`config.mk`:
```
export PLATFORM = sky130hd
export DESIGN_NAME = mio_bus_responder
export DESIGN_NICKNAME = d
export VERILOG_FILES = /design/src/rtl/mio_pkg.sv /design/src/rtl/mio_addr_decode.sv /design/src/rtl/mio_bus_responder.sv
export SDC_FILE = /design/constraint.sdc
export NUM_CORES = 1
export LEC_CHECK = 0
export CAP_MARGIN = 40
export CORE_MARGIN = 1.5
export CORE_UTILIZATION = 40
export CTS_BUF_LIST = sky130_fd_sc_hd__clkbuf_16
export DETAILED_ROUTE_END_ITERATION = 8
export PLACE_DENSITY_LB_ADDON = 0.12
export SYNTH_ARGS = -nofsm -noshare
export SYNTH_HDL_FRONTEND = slang
export SYNTH_HIERARCHICAL = 1
export SYNTH_SLANG_ARGS = --single-unit
```
`constraint.sdc`:
```
create_clock -name clk -period 3.5 [get_ports clk]
set_input_delay 0.7 -clock clk [delete_from_list [all_inputs] [get_ports clk]]
set_output_delay 0.7 -clock clk [all_outputs]
set_load 0.1 [all_outputs]
```
`src/rtl/mio_pkg.sv`:
```
// Shared encodings for the CPU data-bus responder: FSM states, address map and
// the decoded-region struct passed from the address decoder to the top.
package mio_pkg;

    localparam int DATA_W = 32;

    localparam logic [3:0]  RAM_NIBBLE = 4'h0;
    localparam logic [31:0] LED_ADDR   = 32'hF000_0000;
    localparam logic [31:0] SW_ADDR    = 32'hF000_0004;
    localparam logic [31:0] CNT_ADDR   = 32'hF000_0008;

    typedef enum logic [1:0] {
        ST_IDLE   = 2'd0,
        ST_ACCESS = 2'd1,
        ST_RESP   = 2'd2
    } state_e;

    typedef struct packed {
        logic is_ram;
        logic is_led;
        logic is_sw;
        logic is_cnt;
        logic is_unmapped;
    } dec_t;

endpackage

```
`src/rtl/mio_addr_decode.sv`:
```
// Combinational region decode of a word address (byte address bits [31:2]);
// exactly one flag in the returned struct is set.
module mio_addr_decode
    import mio_pkg::*;
(
    input  logic [31:2] word_addr,
    output dec_t        dec
);

    always_comb begin
        dec             = '0;
        dec.is_ram      = (word_addr[31:28] == RAM_NIBBLE);
        dec.is_led      = (word_addr == LED_ADDR[31:2]);
        dec.is_sw       = (word_addr == SW_ADDR[31:2]);
        dec.is_cnt      = (word_addr == CNT_ADDR[31:2]);
        dec.is_unmapped = !(dec.is_ram || dec.is_led || dec.is_sw || dec.is_cnt);
    end

endmodule

```
`src/rtl/mio_bus_responder.sv`:
```
// Memory/IO responder for the CPU data port: decodes each request to data RAM
// or a peripheral register, inserts RAM wait states, and pulses mio_ready.
module mio_bus_responder
    import mio_pkg::*;
#(
    parameter int RAM_WAIT = 1,
    parameter int RAM_AW   = 10
) (
    input  logic              clk,
    input  logic              rst_n,
    input  logic              cpu_mio,
    input  logic              mem_rw,
    input  logic [31:0]       addr,
    input  logic [31:0]       data_from_cpu,
    output logic [31:0]       data_to_cpu,
    output logic              mio_ready,
    output logic              bus_err,
    output logic [RAM_AW-1:0] ram_addr,
    output logic [31:0]       ram_din,
    output logic              ram_we,
    input  logic [31:0]       ram_dout,
    input  logic [15:0]       sw_in,
    output logic [15:0]       led_out
);

    state_e      state_q, state_d;
    logic [7:0]  wait_q, wait_d;
    logic [31:2] addr_q, addr_d;
    logic        rw_q, rw_d;
    logic [31:0] wdata_q, wdata_d;
    logic [31:0] rdata_q, rdata_d;
    logic [15:0] led_q, led_d;
    logic [31:0] cnt_q, cnt_d;
    logic [15:0] sw_meta_q, sw_sync_q;

    dec_t dec_req;
    dec_t dec_lat;

    // Byte-lane bits are not used: all accesses are whole words.
    logic unused_addr_bits;
    assign unused_addr_bits = ^addr[1:0];

    mio_addr_decode u_dec_req (
        .word_addr (addr[31:2]),
        .dec       (dec_req)
    );

    mio_addr_decode u_dec_lat (
        .word_addr (addr_q),
        .dec       (dec_lat)
    );

    always_comb begin
        state_d = state_q;
        wait_d  = wait_q;
        addr_d  = addr_q;
        rw_d    = rw_q;
        wdata_d = wdata_q;
        rdata_d = rdata_q;
        led_d   = led_q;
        cnt_d   = cnt_q + 32'd1;
        ram_we  = 1'b0;

        case (state_q)
            ST_IDLE: begin
                if (cpu_mio) begin
                    addr_d  = addr[31:2];
                    rw_d    = mem_rw;
                    wdata_d = data_from_cpu;
                    wait_d  = dec_req.is_ram ? 8'(RAM_WAIT) : 8'd0;
                    state_d = ST_ACCESS;
                end
            end
            ST_ACCESS: begin
                if (wait_q != 8'd0) begin
                    wait_d = wait_q - 8'd1;
                end else begin
                    state_d = ST_RESP;
                    if (rw_q) begin
                        ram_we = dec_lat.is_ram;
                        if (dec_lat.is_led) led_d = wdata_q[15:0];
                        // A CPU load of the counter overrides this cycle's increment.
                        if (dec_lat.is_cnt) cnt_d = wdata_q;
                    end else begin
                        if (dec_lat.is_ram)      rdata_d = ram_dout;
                        else if (dec_lat.is_led) rdata_d = {16'h0000, led_q};
                        else if (dec_lat.is_sw)  rdata_d = {16'h0000, sw_sync_q};
                        else if (dec_lat.is_cnt) rdata_d = cnt_q;
                        else                     rdata_d = 32'h0000_0000;
                    end
                end
            end
            ST_RESP: begin
                state_d = ST_IDLE;
            end
            default: begin
                state_d = ST_IDLE;
            end
        endcase
    end

    always_ff @(posedge clk or negedge rst_n) begin
        if (!rst_n) begin
            state_q   <= ST_IDLE;
            wait_q    <= '0;
            addr_q    <= '0;
            rw_q      <= 1'b0;
            wdata_q   <= '0;
            rdata_q   <= '0;
            led_q     <= '0;
            cnt_q     <= '0;
            sw_meta_q <= '0;
            sw_sync_q <= '0;
        end else begin
            state_q   <= state_d;
            wait_q    <= wait_d;
            addr_q    <= addr_d;
            rw_q      <= rw_d;
            wdata_q   <= wdata_d;
            rdata_q   <= rdata_d;
            led_q     <= led_d;
            cnt_q     <= cnt_d;
            sw_meta_q <= sw_in;
            sw_sync_q <= sw_meta_q;
        end
    end

    assign mio_ready   = (state_q == ST_RESP);
    assign bus_err     = mio_ready && dec_lat.is_unmapped;
    assign data_to_cpu = rdata_q;
    assign ram_addr    = addr_q[RAM_AW+1:2];
    assign ram_din     = wdata_q;
    assign led_out     = led_q;

endmodule

```
==> tab_implementation.tex <==
\begin{tabular}{lr}
\hline
Metric & Value \\
\hline
\multicolumn{2}{l}{\textbf{Cells and area}} \\
\quad Diodes inserted & 0 \\
\quad Register Area & 4630 µm² \\
\quad Synthesis-to-finish area growth & 51.6\% \\
\quad Multi-input gate area & 3180 µm² \\
\quad Post-route cell area & 12200 µm² \\
\quad Share of cells above drive strength 1 & 24.7\% \\
\quad Post-layout instance count excluding filler cells & 1244 \\
\quad Fill cells & 1567 \\
\quad Number of nets in the layout & 1085 \\
\multicolumn{2}{l}{\textbf{Yosys}} \\
\quad Gate Count Post-Synth & 700 \\
\quad Mapped cell area & 8070 µm² \\
\quad Number of warning messages in the yosys log & 6 \\
\quad Synth Area per Inst & 11.5 µm² \\
\quad Mapped Nets & 819 \\
\multicolumn{2}{l}{\textbf{Global routing}} \\
\quad Total global routing track utilization & 21.0\% \\
\quad Number of global-route vias before repair & 6604 \\
\quad Initial antenna violation count & 0 \\
\quad Pin count of the biggest net entering global routing & 104 \\
\quad Leftover overflow at the end of global routing & 0 \\
\quad First-pass GRT wire length & 34900 µm \\
\multicolumn{2}{l}{\textbf{Die}} \\
\quad Total number of placement rows & 51 \\
\quad Die extent in y & 145 µm \\
\quad Chip width & 145 µm \\
\quad Die Outline Area & 21000 µm² \\
\quad Initial core utilization & 41.1\% \\
\quad Placeable Area & 19700 µm² \\
\quad Top-level I/O count & 209 \\
\multicolumn{2}{l}{\textbf{Routing}} \\
\quad Routed wire length & 21400 µm \\
\quad First-pass detailed-route iteration total & 4 \\
\quad Post-detailed-route wirelength per cell & 17.2 µm \\
\quad Number of DRC violations after detailed-routing iteration 0 & 328 \\
\quad DR DRC count & 0 \\
\quad Via count & 6215 \\
\quad Residual antenna-violating net count after detailed routing & 0 \\
\quad Via density per instance & 5.00 \\
\multicolumn{2}{l}{\textbf{Critical path}} \\
\quad Endpoint of the most critical register-to-register path & data\_to\_cpu[19]\$\_DFFE\_PN0P\_ \\
\quad Endpoint arrival time on the critical path & 2.34 ns \\
\quad Startpoint Class & register \\
\quad FF-to-FF setup slack & 0.86 ns \\
\quad Cell depth of the worst flop-to-flop path & 8 \\
\quad Critical Path Fanout Max & 4 \\
\quad Origin of the critical flop-to-flop path & addr\_q[4]\$\_DFFE\_PN0P\_ \\
\quad Worst Path Required & 2.80 ns \\
\quad Endpoint class of the critical path & primary output \\
\quad Critical path start-end classification & reg2out \\
\multicolumn{2}{l}{\textbf{CTS}} \\
\quad Latest clock arrival within the worst-skew pair & 0.43 ns \\
\quad Clock Sinks & 185 \\
\quad Total CTS buffers & 17 \\
\quad Post-CTS setup buffer count & 0 \\
\quad TritonCTS clock tree & done \\
\quad Number of buffers inserted by hold repair at cts & 0 \\
\quad Clock root cell & sky130\_fd\_sc\_hd\_\_clkbuf\_16 \\
\quad \# resized after CTS & 0 \\
\quad Htree depth & 4 \\
\quad Clock tree buffer depth & 2 \\
\quad Clock slew seen by the registers of the worst setup and hold paths & 0.07 ns \\
\multicolumn{2}{l}{\textbf{Place}} \\
\quad Worst slack at placement & 0.890 ns \\
\quad Number of port buffers & 206 \\
\quad Number of placed cells counting well taps & 1212 \\
\quad Post-placement cell area & 11600 µm² \\
\quad Placed wire-length estimate & 15100 µm \\
\quad Routability-driven placement congestion ratio & 0.780 \\
\multicolumn{2}{l}{\textbf{Timing}} \\
\quad Min Clock Period, post-route & 3.04 ns \\
\quad Final hold slack & 0.336 ns \\
\quad Final worst-path setup slack & 0.465 ns \\
\quad Number of hold violations in the final report & 0 \\
\quad Final total negative setup slack & 0 ns \\
\quad Skew final & 0.0106 ns \\
\quad Final setup vio count & 0 \\
\quad Worst slew slack as a fraction of its limit & 44.1\% \\
\quad Worst Tran Pin Value & 0.838 ns \\
\quad Unrepaired setup endpoints after global routing & no \\
\quad Maximum achievable frequency & 0.329 GHz \\
\quad Count of final max-slew check failures & 0 \\
\quad Period utilisation layout & 86.7\% \\
\multicolumn{2}{l}{\textbf{Power}} \\
\quad Cell leakage power & 5.00 nW \\
\quad Maximum resistive drop on vdd & 676 µV \\
\quad Power Dens Cells & 990 nW/µm² \\
\multicolumn{2}{l}{\textbf{Min path}} \\
\quad Min-delay worst type & in2async \\
\multicolumn{2}{l}{\textbf{Status}} \\
\quad Run status & complete, no violations \\
\multicolumn{2}{l}{\textbf{Flow run}} \\
\quad Max Cap Viol & 0 \\
\hline
\end{tabular}
## worst max-delay path by stage
stage / start / endpoint / cells past startpoint
2_1_floorplan: state_q[0]$_DFFE_PN0P_ / bus_err / 2
3_3_place_gp: wait_q[0]$_DFFE_PN0P_ / ram_we / 6
3_5_place_dp: addr_q[4]$_DFFE_PN0P_ / data_to_cpu[19]$_DFFE_PN0P_ / 8
4_1_cts: wait_q[0]$_DFFE_PN0P_ / ram_we / 6
5_1_grt: wait_q[0]$_DFFE_PN0P_ / ram_we / 6
6_report: wait_q[0]$_DFFE_PN0P_ / ram_we / 6
## sequential cells by signal (all words and copies together), names as in the netlist, 2 cells and up
name,cells
addr_q,30
cnt_q,32
data_to_cpu,32
led_out,16
ram_din,32
state_q,2
sw_meta_q,16
sw_sync_q,16
wait_q,8
## layout make-up
cell class	count	area share [%]
Clock buffer	17	3.48
Clock inverter	15	1.33
Inverter	13	0.399
Multi-Input combinational cell	448	26.0
Sequential cell	185	37.8
Tap cell	265	2.71
Timing Repair Buffer	301	28.3
## power breakdown
part           total [mW]  internal [mW]  leakage [nW]  switching [mW]
clock                1.93           1.07         0.293           0.865
sequential           3.32           2.77          2.27           0.551
combinational        6.86           2.51          2.43            4.35
## stage by stage
step	total power, mW	util [%]
finish	12.1	62.3
floorplan	7.57	-
global route	12.6	62.3
global placement	8.87	52.7
detailed placement	10.2	59.3
CTS	12.2	62.3
## metal layers
metal	GRT usage, %	vias up	wire [µm]
li1	-	2987	-
met1	26.8	3058	9430
met2	35.8	150	10900
met3	5.00	20	840
met4	5.31	0	224
met5	0	-	0
## critical path, cell delays in order, from the launching register on
cell	delay, ns
sky130_fd_sc_hd__dfrtp_1	0.40
sky130_fd_sc_hd__inv_1	0.11
sky130_fd_sc_hd__ha_1	0.15
sky130_fd_sc_hd__or3b_2	0.52
sky130_fd_sc_hd__nor3_4	0.26
sky130_fd_sc_hd__and3_1	0.18
sky130_fd_sc_hd__buf_4	0.29
## layout by cell type, fill, tap and decap left out, drive strengths merged, types with 3 or more instances in the layout
cell type and n:
inv 21, nand3b 16, nor4b 4, clkbuf 18
clkdlybuf4s50 191, nand4 7, nor3 15, o211ai 17
ha 3, nor2 63, and4 4, nand2 41
xnor2 29, dfrtp 185, nor4 16, o21a 16
buf 109, clkinv 4, mux2 80, nand3 11
xor2 6, a21oi 81, a22oi 16
Power figures use the tool's default switching activity.
